[config.mk]
export PLATFORM = sky130hd
export DESIGN_NAME = hashchecker
export DESIGN_NICKNAME = d
export VERILOG_FILES = /design/src/rtl/hashchecker_pkg.sv /design/src/rtl/hashchecker_store.sv /design/src/rtl/hashchecker.sv
export SDC_FILE = /design/constraint.sdc
export NUM_CORES = 2
export LEC_CHECK = 0
export BUFFER_PORTS_ARGS = -buffer_cell sky130_fd_sc_hd__buf_2
export CORE_ASPECT_RATIO = 0.6
export CORE_MARGIN = 2
export CORE_UTILIZATION = 55
export CTS_CLUSTER_SIZE = 10
export DETAILED_ROUTE_END_ITERATION = 10
export GPL_ROUTABILITY_DRIVEN = 0
export PLACE_DENSITY = 0.71
export SYNTH_ARGS = -nofsm -noshare
export SYNTH_HDL_FRONTEND = slang
export SYNTH_SLANG_ARGS = --single-unit
[constraint.sdc]
create_clock -name clk -period 5.32 [get_ports clk]
set_input_delay 0 -clock clk [delete_from_list [all_inputs] [get_ports clk]]
set_output_delay 0 -clock clk [all_outputs]
set_load 0.03 [all_outputs]
[src/rtl/hashchecker_pkg.sv]
// Shared types and sizing for the NT-hash target table and its search logic.
// Latency: n/a (declarations only).
// Backpressure: n/a.
package hashchecker_pkg;

    localparam int HASH_W = 128;
    localparam int DEPTH  = 16;

    // Count and search index must be able to hold DEPTH itself (full table / past-the-end).
    localparam int CNT_W  = $clog2(DEPTH + 1);
    localparam int ADDR_W = $clog2(DEPTH);

    typedef logic [HASH_W-1:0] hash_t;
    typedef logic [CNT_W-1:0]  cnt_t;
    typedef logic [ADDR_W-1:0] addr_t;

    localparam cnt_t DEPTH_CNT = cnt_t'(DEPTH);

    typedef enum logic [1:0] {
        IDLE   = 2'd0,
        SEARCH = 2'd1,
        DONE   = 2'd2
    } state_t;

endpackage

[src/rtl/hashchecker_store.sv]
// Target-hash table: append-only register array with a live entry count and indexed read.
// Latency: write lands on the clock edge of the request; read port is combinational.
// Backpressure: none; writes to a full table are dropped and the count saturates.
module hash_store
    import hashchecker_pkg::*;
(
    input  logic  clk,
    input  logic  rst_n,
    input  logic  wr_en_i,
    input  hash_t wr_dat_i,
    input  addr_t rd_idx_i,
    output hash_t rd_dat_o,
    output cnt_t  count_o
);

    cnt_t  count_q;
    cnt_t  count_d;
    hash_t mem_q [DEPTH];
    logic  full;
    logic  wr_accept;

    assign full      = (count_q == DEPTH_CNT);
    assign wr_accept = wr_en_i && !full;
    assign count_d   = wr_accept ? count_q + cnt_t'(1) : count_q;

    // Entry count: only state that needs reset; it defines which entries are valid.
    always_ff @(posedge clk or negedge rst_n) begin
        if (!rst_n) begin
            count_q <= '0;
        end else begin
            count_q <= count_d;
        end
    end

    // Table contents: written at the current count, never cleared (count gates validity).
    always_ff @(posedge clk) begin
        if (wr_accept) begin
            mem_q[count_q[ADDR_W-1:0]] <= wr_dat_i;
        end
    end

    assign rd_dat_o = mem_q[rd_idx_i];
    assign count_o  = count_q;

endmodule

[src/rtl/hashchecker.sv]
// Stores up to DEPTH target hashes and answers "is this candidate a target?" by linear search.
// Latency: result k+1 cycles after the check edge (k = first matching index, or count on a miss).
// Backpressure: none; a new check edge restarts the search, stores are accepted at any time.
module hashchecker
    import hashchecker_pkg::*;
(
    input  logic  clk,
    input  logic  rst_n,
    input  logic  newrdy,
    input  logic  checkrdy,
    input  hash_t hash,
    output logic  resultrdy,
    output logic  matchfound
);

    logic   new_q;
    logic   chk_q;
    logic   new_edge;
    logic   chk_edge;

    state_t state_q;
    hash_t  key_q;
    cnt_t   idx_q;
    logic   resultrdy_q;
    logic   matchfound_q;

    hash_t  rd_dat;
    cnt_t   count;

    // Requests are levels; act only on 0->1 against the previous cycle's value.
    always_ff @(posedge clk or negedge rst_n) begin
        if (!rst_n) begin
            new_q <= 1'b0;
            chk_q <= 1'b0;
        end else begin
            new_q <= newrdy;
            chk_q <= checkrdy;
        end
    end

    assign new_edge = newrdy   && !new_q;
    assign chk_edge = checkrdy && !chk_q;

    hash_store u_store (
        .clk      (clk),
        .rst_n    (rst_n),
        .wr_en_i  (new_edge),
        .wr_dat_i (hash),
        .rd_idx_i (idx_q[ADDR_W-1:0]),
        .rd_dat_o (rd_dat),
        .count_o  (count)
    );

    // Search FSM: a check edge always (re)starts from index 0 with the new key.
    // The bound is the live count, so a store landing with the check edge is searched too.
    always_ff @(posedge clk or negedge rst_n) begin
        if (!rst_n) begin
            state_q      <= IDLE;
            key_q        <= '0;
            idx_q        <= '0;
            resultrdy_q  <= 1'b0;
            matchfound_q <= 1'b0;
        end else if (chk_edge) begin
            state_q      <= SEARCH;
            key_q        <= hash;
            idx_q        <= '0;
            resultrdy_q  <= 1'b0;
            matchfound_q <= 1'b0;
        end else begin
            case (state_q)
                SEARCH: begin
                    if (idx_q >= count) begin
                        matchfound_q <= 1'b0;
                        resultrdy_q  <= 1'b1;
                        state_q      <= DONE;
                    end else if (rd_dat == key_q) begin
                        matchfound_q <= 1'b1;
                        resultrdy_q  <= 1'b1;
                        state_q      <= DONE;
                    end else begin
                        idx_q <= idx_q + cnt_t'(1);
                    end
                end
                default: begin
                    // IDLE waits for a check edge; DONE holds the result until one arrives.
                end
            endcase
        end
    end

    assign resultrdy  = resultrdy_q;
    assign matchfound = matchfound_q;

endmodule

**After elaboration in Yosys (flattened, before gate mapping)**

Memory sizes are Yosys's and may differ from the RTL's.
Index checks and enable logic that the tools add are counted.

- Word-level logic and storage cells: 44
- Memories: 1
- Output and inout bits: 2
- Register bits: 144
- Memory bits (writable): 2048
- Input port bits: 132

- Muxes and demuxes: 17
- Add/subtract/negate cells: 2
- Equality and inequality tests: 5
- Reductions and logical operators: 10
- Magnitude comparators: 1

Memory list:

| name | depth | width | rd ports | clocked after Yosys merged registers in | write ports | line | RTL |
|---|---|---|---|---|---|---|---|
| u_store.mem_q | 16 | 128 | 1 | 0 | 1 | hashchecker_store.sv:18 | `hash_t mem_q [DEPTH];` |

Operators with widths:

| operator | number |
|---|---|
| 128-bit == test | 1 |
| 5-bit two-way mux | 4 |
| 5-bit by 1-bit adder with 5-bit output, second input constant | 2 |
| 1-bit two-way mux | 9 |
| 2-bit two-way mux | 4 |
| 5-bit == test, second input constant | 1 |
| 5-bit greater-or-equal comparator | 1 |
| 2-bit inequality test, second input constant | 2 |
| 1-bit logical AND | 3 |
| 1-bit zero test | 3 |
| 3-bit AND reduction | 1 |
| 3-bit nonzero test | 1 |
| 2-bit by 1-bit == test with 1-bit output, second input constant | 1 |
| 2-bit AND reduction | 1 |
| 2-bit nonzero test | 1 |

**Logic depth before layout (Yosys ltp)**

An unclocked memory read counts as a cell.

- Depth after elaboration: 6
- Depth in mapped cells: 18
- Mapped depth without buffers: 12

**Modules after synthesis**

Synthesis repeated with hierarchy kept, for this count alone.

- Cell total of the unflattened synthesis: 4135
- Area total of the unflattened synthesis: 84177.0 um^2

By module, submodules not included:

| module | seq. area each (um^2) | area an instance (um^2) | cells an instance | instances |
|---|---|---|---|---|
| hash_store | 61624.1 | 77439.3 | 3360 | 1 |
| hashchecker | 3453.3 | 6737.7 | 775 | 1 |

**Worst setup path after synthesis**

Ideal clock, no wire load.

- Path type: reg-to-reg
- From: register u_store.count_q[0] (netlist: u_store.count_o[0])
- To: memory u_store.mem_q[0][0] (netlist bit) (enable)
- Arrival time: 4.249 ns
- Stages on the path, launching flop included: 6
- Slack: 0.569 ns
- Library setup time: 0.502 ns
- Path buffers: 0
- Clock period less this slack: 4.751 ns
- Data required time: 4.818 ns
- Cell sequence: dfrtp_1 -> inv_1 -> ha_1 -> a41oi_1 -> and3_1 -> and2_1

- Cells in the longest elaborated chain, start to end: 5

RTL lines:

| item | line | RTL |
|---|---|---|
| start, declared | hashchecker_store.sv:16 | `cnt_t count_q;` |
| start signal, assigned | hashchecker_store.sv:31 | `count_q <= count_d;` |
| 5-bit == test | hashchecker_store.sv:22 | `assign full = (count_q == DEPTH_CNT);` |
| 1-bit zero test | hashchecker_store.sv:23 | `assign wr_accept = wr_en_i && !full;` |
| 1-bit logical AND | hashchecker_store.sv:23 |  |
| 1-bit two-way mux | hashchecker_store.sv:37 | `if (wr_accept) begin` |
| 1-bit two-way mux (implied by the code) | hashchecker_store.sv:38 | `mem_q[count_q[ADDR_W-1:0]] <= wr_dat_i;` |
| end, declared | hashchecker_store.sv:18 |  |

Several ways; a longest one is shown, not always the timed one.

**Final worst setup path**

- From: register idx_q[0]
- To: register idx_q[2]

- Cells in the longest elaborated chain, start to end: 5
- Elaborated cells between the ends (all ways): 11
- Classes of those cells: add/sub: 1; order compare: 1; eq/ne: 3; mux: 4; reduce/logical: 1; memory: 1

RTL lines:

| item | line | RTL |
|---|---|---|
| start, declared | hashchecker.sv:23 | `cnt_t idx_q;` |
| start signal, assigned | hashchecker.sv:81 | `idx_q <= idx_q + cnt_t'(1);` |
| branches (longest 5 deep; another with memory read 16 x 128 bit) | n/a |  |

Parallel ways; which one is timed is not known. The select of a mux whose other input is x is not followed.
A chain may end at the register's enable or synchronous reset.

==> impl.org <==
** Pwr
- In this run the static leakage power is 32.81 nW.
- The design draws 49.50 mW.
- Pwr dens :: 505.1 nW/um^2
- Highest ir drop seen on vdd :: 0.3656 mV

** Worst hold path
- The min-delay analysis places its worst path in the category in2reg.
- Number of cells on the worst hold path :: 4

** Logic synthesis
- Sorting the synthesized cells by area gives the leading types as sky130_fd_sc_hd__edfxtp_1, sky130_fd_sc_hd__mux4_2, sky130_fd_sc_hd__mux2i_1.
- For this run, the register share of the synthesized area comes to 0.7582.
- Counting flops and latches in the post-synthesis netlist gives 2,191.
- Dividing the synthesized area by the synthesized cell count gives 19.95 um^2.
- Summed over all instances, the cell type with the most area after synthesis is sky130_fd_sc_hd__edfxtp_1.
- Post-synth ARST share :: 0.06527
- Synthesis instantiated 70 different standard cells from the library.
- The cell area that synthesis handed to floorplanning was 85,830 um^2.
- Syn_nets :: 4,445
- YS warnings :: 0
- Top FF cell, synth :: sky130_fd_sc_hd__edfxtp_1
- Synth top area share :: 0.7165
- Number of flops mapped to enable cells by yosys :: 2,048
- After technology mapping, the gate count stands at 4,303.

** Timing
- Setup-violating endpoint count in the final report :: 1
- Maximum frequency from static timing analysis :: 0.1876 GHz
- Hold is met by 0.06699 ns.
- At the pin with the least slew margin, the transition time is 1.210 ns.
- Across all setup checks in the final design, the least slack found is -0.01118 ns.
- Fin. max-slew vios :: 0
- Relative slew margins :: 0.1932
- RSZ-0062 raised after global routing :: no
- TNS Setup :: -0.01118 ns
- Post-layout min period :: 5.331 ns
- Final Cycle Share :: 1.002
- Number of hold violations in the final report :: 0
- Clock skew on the completed layout was measured at 0.04329 ns.

** Layout
- # fillers :: 10,513
- In the final layout, the share of cells above drive strength 1 is 0.2044.
- After the last flow step, the layout net total stands at 4,900.
- Relative to the synthesized area, the layout overhead comes to 14.18%.
- Final Util :: 0.6312

** Floorplan
- The floorplan has 112 rows.
- Horizontal extent of the die :: 514.0 um
- Area of the die :: 159,300 um^2
- Initial standard-cell utilization of the core :: 0.5528
- Chip height :: 310 um
- The floorplan step defined a core boundary enclosing 155,300 um^2.
- Number of primary I/O pins :: 134

** Clock tree
- Post-CTS setup buffer count :: 0
- Clock latency at the later pin of the worst-skew pair :: 0.87 ns
- Clock tree from TritonCTS :: yes
- CTS Root Buffer Type :: sky130_fd_sc_hd__clkbuf_16
- Number of buffers between clock root and the deepest sink :: 3
- CTS buffer count :: 237
- CTS clk-pin slew, worst paths :: 0.06 ns
- For this design, the sink count on the clock tree is 2,191.
- H-tree levels :: 4

** Critical path
- For flop-to-flop paths, the worst setup slack is -0.01 ns.
- Endpoint of the worst-slack reg-to-reg timing path :: idx_q[2]
- For the worst setup path, the data arrival time is 6.12 ns.
- Data required time at the worst endpoint :: 6.11 ns
- By startpoint and endpoint, the worst setup path is classified as reg2reg.
- Launching element type of the critical path :: flip-flop
- Critical-path maximum fanout :: 22
- Depth of the most critical reg-to-reg path :: 16
- STA classifies the critical path endpoint as a flip-flop.
- Termination of the worst setup path :: idx_q[2]
- Startpoint of the worst setup timing path :: idx_q[0]
- Crit Reg-Reg Startpoint :: idx_q[0]

** Routing
- After detailed routing, the number of remaining DRC violations is 0.
- Summed over all layers, the routed wires come to 242,600 um.
- Detailed-route via count :: 46,288
- Detailed routing placed a total of 104,800 um of wire on met2.
- Wire per inst :: 34.59 um
- After the first detailed-routing iteration, the DRC count stood at 8,183.
- Before antenna repair, the detailed router went through 9 iterations.
- Signal routing reaches up to met5.
- After detailed routing, the number of vias per cell comes to 6.599.
- Detailed routing placed a total of 34,970 um of wire on met3.
- For this block, wires on met1 add up to 96,530 um.
- The detail route stage leaves a number of antenna-violating nets equal to 0.

** Run
- Max-cap check violation count :: 0

** Place
- Before CTS, the worst setup slack after placement is -0.4406 ns.
- The count of buffers added on input and output ports is 133.
- Once detailed placement completed, the half-perimeter wirelength came to 143,600 um.

** Global routing
- Initial antenna violation count :: 10
- Entering global routing, the biggest net connects 122 pins.
- The first global-routing pass estimated 341,700 um of wire.
- Number of global-route vias before repair :: 44,644
- GRT overflow :: 0
- GRT Total Usage :: 0.3071

** Status
- The final reports fail on setup timing.
- The flow ran to the end, but the final reports show violations.
## logic make-up (layout without fill, tap and decap cells)
kind of cell / Yosys count / count (layout) / share of synthesized area
flip-flops: 2191 / 2191 / 0.7582
AO/OA/AOI/OAI: 313 / 313 / 0.02590
buffers and inverters: 240 / 897 / 0.01551
adder cells (fa/ha/maj): 10 / 10 / 0.001458
other: 0 / 2 / 0
multiplexers: 806 / 806 / 0.1526
XOR/XNOR: 167 / 167 / 0.01704
AND/OR/NAND/NOR: 576 / 576 / 0.02931
## power by group
group          switching (mW)  internal, mW
clock                    6.52          8.45
sequential              0.562          19.8
combinational            8.63          5.55
total                    15.7          33.8
## registers in the layout, indices dropped and copies added, names as in the netlist
name	count
u_store.mem_q	2048
idx_q	5
state_q	2
chk_q	1
matchfound	1
new_q	1
key_q	128
u_store.count_o	5
## cells in the mapped netlist, types with 32 or more instances
| cell type | count |
|---|---|
| sky130_fd_sc_hd__buf_2 | 59 |
| sky130_fd_sc_hd__edfxtp_1 | 2048 |
| sky130_fd_sc_hd__buf_4 | 37 |
| sky130_fd_sc_hd__dfrtp_1 | 143 |
| sky130_fd_sc_hd__mux2_2 | 39 |
| sky130_fd_sc_hd__xor2_1 | 89 |
| sky130_fd_sc_hd__nor2_1 | 34 |
| sky130_fd_sc_hd__mux4_2 | 398 |
| sky130_fd_sc_hd__xnor2_1 | 78 |
| sky130_fd_sc_hd__inv_1 | 37 |
| sky130_fd_sc_hd__o22ai_1 | 66 |
| sky130_fd_sc_hd__mux2i_1 | 369 |
| sky130_fd_sc_hd__nand2_1 | 402 |
| sky130_fd_sc_hd__a22oi_1 | 32 |
| sky130_fd_sc_hd__o21ai_0 | 53 |
| sky130_fd_sc_hd__clkbuf_1 | 65 |
## how the worst min path moves through the flow
stage                     startpoint                     end  slack (ns)
after global routing       hash[124]  u_store.mem_q[13][124]        0.06
after floorplan                rst_n                   chk_q       -0.30
after detailed placement       rst_n               key_q[17]        0.14
final                       hash[52]               key_q[52]        0.07
after global placement        newrdy                   new_q        0.14
after CTS                   hash[98]               key_q[98]       0.007
## metal layers
metal / vias up / track usage
met5: - / 0
met4: 6 / 0.07793
met3: 442 / 0.1096
met2: 3335 / 0.4367
met1: 24126 / 0.4562
li1: 18379 / -
## final cells by class
class	instances	area (um^2)	area share
diodes	2	5.005	0.00005107
clock buffers	429	6736	0.06874
clock inverters	12	176.4	0.001800
inverters	38	147.6	0.001507
multi-input cells	1872	19540	0.1994
flip-flops and latches	2191	65090	0.6642
well taps	2052	2567	0.02620
repair buffers	418	3736	0.03812
## repair_timing
action / in CTS / in global routing
hold buffers: 135 / 0
endpoints found under the hold margin: 2331 / 0
resized for setup: 3 / 7
endpoints found under the setup margin: 8 / 8
## cells in the final DEF (no fill, tap or decap), types with 19 or more instances in the layout
master / instances
sky130_fd_sc_hd__buf_4: 104
sky130_fd_sc_hd__a21oi_1: 25
sky130_fd_sc_hd__o22a_1: 28
sky130_fd_sc_hd__dlygate4sd3_1: 134
sky130_fd_sc_hd__nor2_1: 34
sky130_fd_sc_hd__a22oi_1: 32
sky130_fd_sc_hd__a221oi_1: 19
sky130_fd_sc_hd__mux4_2: 398
sky130_fd_sc_hd__nand2_1: 401
sky130_fd_sc_hd__buf_12: 45
sky130_fd_sc_hd__clkbuf_16: 241
sky130_fd_sc_hd__mux2i_1: 369
sky130_fd_sc_hd__clkbuf_1: 188
sky130_fd_sc_hd__o22ai_1: 66
sky130_fd_sc_hd__o21ai_0: 52
sky130_fd_sc_hd__edfxtp_1: 2048
sky130_fd_sc_hd__xnor2_1: 78
sky130_fd_sc_hd__mux2_2: 39
sky130_fd_sc_hd__buf_2: 132
sky130_fd_sc_hd__nand4_1: 30
sky130_fd_sc_hd__dfrtp_1: 139
sky130_fd_sc_hd__xor2_1: 86
sky130_fd_sc_hd__inv_1: 37
## worst max-delay path, cell delays in order (launching register included)
cell	delay [ns]
sky130_fd_sc_hd__dfrtp_4	0.79
sky130_fd_sc_hd__buf_12	0.25
sky130_fd_sc_hd__buf_12	0.22
sky130_fd_sc_hd__buf_4	0.25
sky130_fd_sc_hd__mux4_2	0.51
sky130_fd_sc_hd__mux2i_1	0.21
sky130_fd_sc_hd__xnor2_1	0.23
sky130_fd_sc_hd__nor3_1	0.43
sky130_fd_sc_hd__nand3_1	0.49
sky130_fd_sc_hd__o21ai_4	0.46
sky130_fd_sc_hd__nand4b_1	0.14
sky130_fd_sc_hd__buf_4	0.17
sky130_fd_sc_hd__nor4_4	0.28
sky130_fd_sc_hd__buf_4	0.20
sky130_fd_sc_hd__a21oi_2	0.13
sky130_fd_sc_hd__a211oi_1	0.29
sky130_fd_sc_hd__a31o_1	0.14
## per-stage QoR
stage / std cells / area [um^2]
6_report: 7014 / 98000
5_1_grt: 7012 / 98000
4_1_cts: 7012 / 97960
3_5_place_dp: 6436 / 89660
3_3_place_gp: 6436 / 89660
2_1_floorplan: 4303 / 85830
Power figures use the tool's default switching activity.
